## src/rtl/alu4_op_arbiter_if.sv

```systemverilog
// alu4_op_arbiter_if
//   Bundle between the two operand sources and the shared ALU controller.
//
//   Requesters drive:   req0/op0/a0/b0, req1/op1/a1/b1
//   Controller drives:  gnt[1:0], busy, done, done_id, result[2*WIDTH-1:0],
//                       carry, zero, err, state_dbg[1:0]
//
//   Handshake: a requester raises reqN as a level with its op/operands and
//   holds it until it sees done with done_id==N. The operands are sampled
//   only on the edge where gnt[N] rises. The edge that follows the done
//   cycle returns the unit to idle. At that edge the requester either drops
//   reqN or presents its next op. done is a single-cycle pulse.
//   result/carry/zero/err are valid with done and hold until the next done.
//   state_dbg mirrors the controller FSM state (0 IDLE, 1 EXEC, 2 MUL, 3 DONE).
interface alu4_op_arbiter_if #(
    parameter int WIDTH = 4
);
    logic                 req0;
    logic [2:0]           op0;
    logic [WIDTH-1:0]     a0;
    logic [WIDTH-1:0]     b0;
    logic                 req1;
    logic [2:0]           op1;
    logic [WIDTH-1:0]     a1;
    logic [WIDTH-1:0]     b1;
    logic [1:0]           gnt;
    logic                 busy;
    logic                 done;
    logic                 done_id;
    logic [2*WIDTH-1:0]   result;
    logic                 carry;
    logic                 zero;
    logic                 err;
    logic [1:0]           state_dbg;

    modport master (
        output req0, op0, a0, b0, req1, op1, a1, b1,
        input  gnt, busy, done, done_id, result, carry, zero, err, state_dbg
    );

    modport slave (
        input  req0, op0, a0, b0, req1, op1, a1, b1,
        output gnt, busy, done, done_id, result, carry, zero, err, state_dbg
    );
endinterface

```

## src/rtl/alu4_op_arbiter.sv

```systemverilog
// alu4_op_arbiter
//   Shares one WIDTH-bit ALU (AND/OR/XOR/ADD/SUB, shift-add MUL) between two
//   requesters. It arbitrates round-robin, captures the winner's operands and
//   sequences the op. It returns a one-cycle done pulse with the result and
//   flags to the winner.
//
//   Ports:
//     clk    rising-edge clock
//     rst_n  asynchronous active-low reset
//     bus    alu4_op_arbiter_if.slave (requests in; grant/status/result out)
//
//   All outputs are registered.
module alu4_op_arbiter #(
    parameter int WIDTH = 4
) (
    input  logic               clk,
    input  logic               rst_n,
    alu4_op_arbiter_if.slave   bus
);

    typedef enum logic [1:0] {
        IDLE = 2'd0,
        EXEC = 2'd1,
        MUL  = 2'd2,
        DONE = 2'd3
    } state_t;

    localparam logic [2:0] OP_AND = 3'b000;
    localparam logic [2:0] OP_OR  = 3'b001;
    localparam logic [2:0] OP_XOR = 3'b010;
    localparam logic [2:0] OP_ADD = 3'b011;
    localparam logic [2:0] OP_SUB = 3'b100;
    localparam logic [2:0] OP_MUL = 3'b101;

    localparam int RW = 2 * WIDTH;
    localparam int CW = (WIDTH > 1) ? $clog2(WIDTH) : 1;
    localparam logic [CW-1:0] CNT_LAST = CW'(WIDTH - 1);

    state_t             state_q, state_d;
    logic               last_q, last_d;     // requester granted most recently
    logic               win_q, win_d;       // owner of the current op
    logic [2:0]         op_q, op_d;
    logic [WIDTH-1:0]   a_q, a_d;
    logic [WIDTH-1:0]   b_q, b_d;
    logic [CW-1:0]      cnt_q, cnt_d;
    logic [RW-1:0]      acc_q, acc_d;
    logic [1:0]         gnt_q, gnt_d;
    logic               busy_q, busy_d;
    logic               done_q, done_d;
    logic               done_id_q, done_id_d;
    logic [RW-1:0]      result_q, result_d;
    logic               carry_q, carry_d;
    logic               zero_q, zero_d;
    logic               err_q, err_d;

    // Arbitration: the sole requester wins. On a tie the requester that did
    // not win last time wins.
    logic req_any;
    logic pick;
    assign req_any = bus.req0 | bus.req1;
    assign pick    = (bus.req0 & bus.req1) ? ~last_q : bus.req1;

    // Single-cycle datapath on the latched operands. The extra top bit of
    // sub_w is the borrow, because it is set exactly when a < b.
    logic [WIDTH:0]  add_w;
    logic [WIDTH:0]  sub_w;
    logic [RW-1:0]   exec_res;
    logic            exec_carry;
    logic            exec_err;

    assign add_w = {1'b0, a_q} + {1'b0, b_q};
    assign sub_w = {1'b0, a_q} - {1'b0, b_q};

    always_comb begin
        exec_res   = '0;
        exec_carry = 1'b0;
        exec_err   = 1'b0;
        case (op_q)
            OP_AND: exec_res = {{WIDTH{1'b0}}, a_q & b_q};
            OP_OR:  exec_res = {{WIDTH{1'b0}}, a_q | b_q};
            OP_XOR: exec_res = {{WIDTH{1'b0}}, a_q ^ b_q};
            OP_ADD: begin
                exec_res   = {{WIDTH{1'b0}}, add_w[WIDTH-1:0]};
                exec_carry = add_w[WIDTH];
            end
            OP_SUB: begin
                exec_res   = {{WIDTH{1'b0}}, sub_w[WIDTH-1:0]};
                exec_carry = sub_w[WIDTH];
            end
            default: exec_err = 1'b1;   // illegal opcodes (MUL never reaches EXEC)
        endcase
    end

    // Shift-add multiply: iteration cnt adds a << cnt when multiplier bit cnt
    // is set, so the LSB of the multiplier is consumed first.
    logic [RW-1:0] a_ext;
    logic [RW-1:0] partial;
    logic [RW-1:0] acc_sum;

    assign a_ext   = {{WIDTH{1'b0}}, a_q};
    assign partial = b_q[cnt_q] ? (a_ext << cnt_q) : '0;
    assign acc_sum = acc_q + partial;

    // Next-state and output logic
    always_comb begin
        state_d   = state_q;
        last_d    = last_q;
        win_d     = win_q;
        op_d      = op_q;
        a_d       = a_q;
        b_d       = b_q;
        cnt_d     = cnt_q;
        acc_d     = acc_q;
        gnt_d     = gnt_q;
        done_d    = done_q;
        done_id_d = done_id_q;
        result_d  = result_q;
        carry_d   = carry_q;
        zero_d    = zero_q;
        err_d     = err_q;

        case (state_q)
            IDLE: begin
                if (req_any) begin
                    win_d  = pick;
                    last_d = pick;
                    op_d   = pick ? bus.op1 : bus.op0;
                    a_d    = pick ? bus.a1  : bus.a0;
                    b_d    = pick ? bus.b1  : bus.b0;
                    gnt_d  = pick ? 2'b10 : 2'b01;
                    if ((pick ? bus.op1 : bus.op0) == OP_MUL) begin
                        state_d = MUL;
                        cnt_d   = '0;
                        acc_d   = '0;
                    end else begin
                        state_d = EXEC;
                    end
                end
            end
            EXEC: begin
                result_d  = exec_res;
                carry_d   = exec_carry;
                zero_d    = (exec_res == '0);
                err_d     = exec_err;
                done_d    = 1'b1;
                done_id_d = win_q;
                state_d   = DONE;
            end
            MUL: begin
                cnt_d = cnt_q + 1'b1;
                acc_d = acc_sum;
                if (cnt_q == CNT_LAST) begin
                    result_d  = acc_sum;
                    carry_d   = 1'b0;
                    zero_d    = (acc_sum == '0);
                    err_d     = 1'b0;
                    done_d    = 1'b1;
                    done_id_d = win_q;
                    state_d   = DONE;
                end
            end
            DONE: begin
                // This is the cooldown cycle. No arbitration happens here, so
                // a requester still holding req for the op it just finished
                // cannot be issued twice.
                done_d  = 1'b0;
                gnt_d   = 2'b00;
                state_d = IDLE;
            end
            default: state_d = IDLE;
        endcase

        busy_d = (state_d != IDLE);
    end

    always_ff @(posedge clk or negedge rst_n) begin
        if (!rst_n) begin
            state_q   <= IDLE;
            last_q    <= 1'b1;
            win_q     <= 1'b0;
            op_q      <= '0;
            a_q       <= '0;
            b_q       <= '0;
            cnt_q     <= '0;
            acc_q     <= '0;
            gnt_q     <= 2'b00;
            busy_q    <= 1'b0;
            done_q    <= 1'b0;
            done_id_q <= 1'b0;
            result_q  <= '0;
            carry_q   <= 1'b0;
            zero_q    <= 1'b0;
            err_q     <= 1'b0;
        end else begin
            state_q   <= state_d;
            last_q    <= last_d;
            win_q     <= win_d;
            op_q      <= op_d;
            a_q       <= a_d;
            b_q       <= b_d;
            cnt_q     <= cnt_d;
            acc_q     <= acc_d;
            gnt_q     <= gnt_d;
            busy_q    <= busy_d;
            done_q    <= done_d;
            done_id_q <= done_id_d;
            result_q  <= result_d;
            carry_q   <= carry_d;
            zero_q    <= zero_d;
            err_q     <= err_d;
        end
    end

    assign bus.gnt       = gnt_q;
    assign bus.busy      = busy_q;
    assign bus.done      = done_q;
    assign bus.done_id   = done_id_q;
    assign bus.result    = result_q;
    assign bus.carry     = carry_q;
    assign bus.zero      = zero_q;
    assign bus.err       = err_q;
    assign bus.state_dbg = state_q;

endmodule

```

## src/flat_wrapper.sv

```systemverilog
// flat-port wrapper written by rule: the top's interface ports become plain ports
module alu4_op_arbiter_flat 
#(
    parameter int WIDTH = 4
)
  (clk, rst_n, bus_req0, bus_op0, bus_a0, bus_b0, bus_req1, bus_op1, bus_a1, bus_b1, bus_gnt, bus_busy, bus_done, bus_done_id, bus_result, bus_carry, bus_zero, bus_err, bus_state_dbg);
  alu4_op_arbiter_if #(.WIDTH(WIDTH)) bus_i ();
  input  logic clk;
  input  logic rst_n;
  input wire logic [$bits(bus_i.req0)-1:0] bus_req0;
  input wire logic [$bits(bus_i.op0)-1:0] bus_op0;
  input wire logic [$bits(bus_i.a0)-1:0] bus_a0;
  input wire logic [$bits(bus_i.b0)-1:0] bus_b0;
  input wire logic [$bits(bus_i.req1)-1:0] bus_req1;
  input wire logic [$bits(bus_i.op1)-1:0] bus_op1;
  input wire logic [$bits(bus_i.a1)-1:0] bus_a1;
  input wire logic [$bits(bus_i.b1)-1:0] bus_b1;
  output wire logic [$bits(bus_i.gnt)-1:0] bus_gnt;
  output wire logic [$bits(bus_i.busy)-1:0] bus_busy;
  output wire logic [$bits(bus_i.done)-1:0] bus_done;
  output wire logic [$bits(bus_i.done_id)-1:0] bus_done_id;
  output wire logic [$bits(bus_i.result)-1:0] bus_result;
  output wire logic [$bits(bus_i.carry)-1:0] bus_carry;
  output wire logic [$bits(bus_i.zero)-1:0] bus_zero;
  output wire logic [$bits(bus_i.err)-1:0] bus_err;
  output wire logic [$bits(bus_i.state_dbg)-1:0] bus_state_dbg;
  assign bus_i.req0 = bus_req0;
  assign bus_i.op0 = bus_op0;
  assign bus_i.a0 = bus_a0;
  assign bus_i.b0 = bus_b0;
  assign bus_i.req1 = bus_req1;
  assign bus_i.op1 = bus_op1;
  assign bus_i.a1 = bus_a1;
  assign bus_i.b1 = bus_b1;
  assign bus_gnt = bus_i.gnt;
  assign bus_busy = bus_i.busy;
  assign bus_done = bus_i.done;
  assign bus_done_id = bus_i.done_id;
  assign bus_result = bus_i.result;
  assign bus_carry = bus_i.carry;
  assign bus_zero = bus_i.zero;
  assign bus_err = bus_i.err;
  assign bus_state_dbg = bus_i.state_dbg;
  alu4_op_arbiter #(.WIDTH(WIDTH)) u_core (.clk(clk), .rst_n(rst_n), .bus(bus_i));
endmodule
```

## config.mk

```make
export PLATFORM = sky130hd
export DESIGN_NAME = alu4_op_arbiter_flat
export DESIGN_NICKNAME = d
export VERILOG_FILES = /design/src/rtl/alu4_op_arbiter_if.sv /design/src/rtl/alu4_op_arbiter.sv /design/src/flat_wrapper.sv
export SDC_FILE = /design/constraint.sdc
export NUM_CORES = 1
export LEC_CHECK = 0
export CORE_MARGIN = 1.5
export CORE_UTILIZATION = 25
export CTS_CLUSTER_SIZE = 8
export DETAILED_ROUTE_END_ITERATION = 10
export GPL_ROUTABILITY_DRIVEN = 0
export PLACE_DENSITY = 0.56
export SETUP_SLACK_MARGIN = 0.2
export SLEW_MARGIN = 10
export SYNTH_ARGS = -nofsm -noshare
export SYNTH_HDL_FRONTEND = slang
export SYNTH_SLANG_ARGS = --single-unit
```

## constraint.sdc

```tcl
create_clock -name clk -period 2.6 [get_ports clk]
set_clock_uncertainty 0.1 [all_clocks]
set_input_delay 0.52 -clock clk [delete_from_list [all_inputs] [get_ports clk]]
set_output_delay 0.52 -clock clk [all_outputs]
set_load 0.05 [all_outputs]
```

==> results.md <==
* RSZ-0062 raised after global routing: true
* 1st-iter DRT viols at 117
* Root Buffer Master: clkbuf_8
* Initial cell density of the core at 25.8%
* Mapped Area at 2810 um2
* Post-layout min period at 2620 ps
* Power per cell area at 1360 nW/um2
* Critical path class: reg -> reg
* Largest net degree at the start of global routing at 28
* Critical Path Fanout Max at 5
* Die ar. at 11900 um2
* Max Transition Viols Final at 0
* FF/Latch Area at 1030 um2
* Longest Clk Path Bufs at 2
* Mux contribution to synthesized area at 7.80%
* Reg2reg start: u_core.cnt_q[0]
* Max VDD drop at 0.818 mV
* Register-to-Register Path Depth at 9
* Area leader, netlist: dfrtp_1
* Hold Buf Count CTS at 0
* Count of cell types in the netlist at 49
* Average cell area after synthesis at 9.12 um2
* Post-synthesis xor/xnor area fraction at 2.81%
* Fill cells at 1073
* Clock-pin slew on the worst setup and hold paths at 90 ps
* Layout cells sized above 1 at 23.5%
* Main combinational cell family by area after synthesis: compound AO/OA/AOI/OAI gates
* Worst path required time at 2700 ps
* Layout area overhead at 42.5%
* Clock sinks at 41
* H-tree depth at 2
* Area contributors post-synth: dfrtp_1 36%, ha_1 11%, o21ai_0 6.9%
* Slew @ Worst Pin at 624 ps
* Via count at 2523
* Register bit count reported by yosys at 41
* Tot Pwr at 5.46 mW
* Latest clock arrival within the worst-skew pair at 300 ps
* Top Family by Delay on Critical Path: multiplexers
* Port Buf Inserts at 43
* Global-route wire length before repair at 13100 um
* TritonRoute pass-1 iters at 4
* Status: finished, violations left
* Arr. time, crit path at 2720 ps
* Buf/Inv on CP at 0
* Slowest stage delay, CP at 550 ps
* Max Cap Viol at 0
* Setup WS post-layout at -21.9 ps
* IO Pins at 44
* Routed vias/inst at 4.79
* Vias in the first global route at 2619
* CP Cell Sequence: mux4_2 > and2_4 > ha_4 > nand3_4 > o221ai_2 > xor2_2 > nor3b_2 > and4_1 > o31a_1
* Row count at 38
* FFs w/ async S/R, synth at 100%
* Die height at 109 um
* DP Wirelength at 5910 um
* Most frequent cells after synthesis: 40 x dfrtp_1, 39 x o21ai_0, 38 x nand2_1
* Slew HR at 58.4%
* Num CTS Buffers at 5
* Yosys warns at 0
* Core ar. at 10900 um2
* Critical Path Start Type: flip-flop
* Post-synthesis compound-gate area fraction at 21.9%
* Diodes inserted at 0
* Post-Synth Adder-Cell Area at 12.8%
* Final setup fails at 1
* Most numerous cell in the Yosys netlist: dfrtp_1
* Synth Area in Simple Gates at 14.0%
* Initial antenna violation count at 0
* # DRC at 0
* Final period utilization at 101%
* Die W at 109 um
* All-layer global routing usage at 14.1%
* Crit. End Element: flip-flop
* Area occupied by multi-input gates at 1870 um2
* Gate Count Post-Synth at 308
* WL final at 7920 um
* Top_reg_cell synth: dfrtp_1
* Placed insts at 512
* Grt ovf at 0
* DR WL/cell at 15.0 um
* Routed Antenna Nets at 0
* Seq/Total Area, Yosys at 36.6%
* Peak Freq at 381 MHz
* Number of synthesized flops with an enable pin at 0
* Reg2Reg Setup Slack at -20 ps
* Nets@finish at 439
* Syn_nets at 361
* CP max stage cell: mux4_2
* Worst hold path type: in -> async
* TritonCTS clock tree: yes
* Final Hold Viols at 0
* P_leak at 1.78 nW
* RR Endpoint: u_core.bus.zero
* Share of the synthesized area in the top cell type at 35.6%
* Failing checks: setup timing
* Non-Filler Instances at 527
[flip-flops by register name (all words and copies together), names as in the netlist]
register	flops
u_core.bus.carry	1
u_core.acc_q	8
u_core.bus.result	8
u_core.bus.gnt	2
u_core.bus.state_dbg	2
u_core.b_q	4
u_core.bus.done	1
u_core.bus.err	1
u_core.bus.busy	1
u_core.last_q	1
u_core.cnt_q	2
u_core.bus.zero	1
u_core.bus.done_id	1
u_core.op_q	3
u_core.win_q	1
u_core.a_q	4
[stage by stage]
| step | TNS, ps | setup slack, ps | hold slack (ps) | util (%) | instance area (um2) |
|---|---|---|---|---|---|
| 3_5_place_dp | -245 | -152 | 365 | 33.6 | 3660 |
| 4_1_cts | -36.9 | -36.9 | 36.8 | 35.7 | 3890 |
| 2_1_floorplan | -15.2 | -15.2 | 124 | - | 2850 |
| 5_1_grt | -262 | -133 | 48.9 | 36.8 | 4000 |
| 3_3_place_gp | -175 | -98.6 | 370 | 33.6 | 3660 |
| 6_report | -21.9 | -21.9 | 25.0 | 36.8 | 4000 |
[cell families after synthesis]
group,after synthesis
AOI/OAI and AO/OA,97
and+or+nand+nor,84
adders and majority gates,27
DFF,41
xor gates and xnor gates,9
muxes,20
buffers and inverters,30
[power breakdown]
part | internal [mW] | switching, mW
clock network | 0.288 | 0.251
registers | 0.919 | 0.296
logic | 1.68 | 2.03
total | 2.88 | 2.58
[worst max path at each step]
stage,to,cells past startpoint,slack (ps),startpoint
4_1_cts,u_core.bus.zero,9,-40,u_core.cnt_q[0]
3_5_place_dp,u_core.bus.result[7],9,-150,u_core.cnt_q[0]
2_1_floorplan,u_core.bus.zero,9,-20,u_core.cnt_q[0]
6_report,u_core.bus.zero,9,-20,u_core.cnt_q[0]
5_1_grt,u_core.bus.zero,9,-130,u_core.cnt_q[0]
3_3_place_gp,u_core.bus.result[7],9,-100,u_core.cnt_q[0]
[cell type report]
class | instances | area share, %
multi-input combinational | 237 | 46.7
sequential | 41 | 25.8
timing repair buffer | 83 | 18.6
tap | 140 | 4.38
clock buffer | 5 | 1.72
inverter | 18 | 1.69
clock inverter | 3 | 1.16
[timing repair]
item / CTS / global route
buffers inserted: 2 / 5
pin swaps: 14 / 17
gates resized for setup: 20 / 24
setup endpoints to repair: 9 / 13
gates cloned: 0 / 0
[worst reg2reg max path: stages, from the launching register on]
cell and delay, ps:
dfrtp_2 410, mux4_2 550, and2_4 170, ha_4 300, nand3_4 90, o221ai_2 200, xor2_2 200, nor3b_2 70
and4_1 200, o31a_1 230
[cell usage in the layout, fill, tap and decap left out, types with 3 or more instances in the layout]
| cell | Yosys | layout |
|---|---|---|
| xnor2_1 | 5 | 3 |
| o21ai_1 | 1 | 7 |
| clkbuf_8 | 0 | 5 |
| dfrtp_1 | 40 | 37 |
| a32o_1 | 3 | 3 |
| clkdlybuf4s50_1 | 0 | 42 |
| o21ai_2 | 1 | 4 |
| mux2i_1 | 17 | 17 |
| ha_1 | 24 | 19 |
| a21o_1 | 6 | 6 |
| ha_4 | 0 | 4 |
| inv_1 | 18 | 17 |
| o21ai_0 | 39 | 30 |
| xor2_1 | 4 | 3 |
| a22o_1 | 7 | 7 |
| nand2b_1 | 5 | 5 |
| nor2_1 | 18 | 18 |
| nand3_1 | 4 | 3 |
| buf_4 | 0 | 37 |
| a21oi_2 | 0 | 4 |
| dfrtp_2 | 0 | 3 |
| nand2_1 | 38 | 37 |
| a21oi_1 | 19 | 13 |
[routing by layer]
layer	routed length, um	GRT usage [%]
met2	3920	24.8
met3	372	2.69
met4	80	3.57
met5	0	0
met1	3550	17.6
Note: power is estimated with default switching activity, not from simulation.
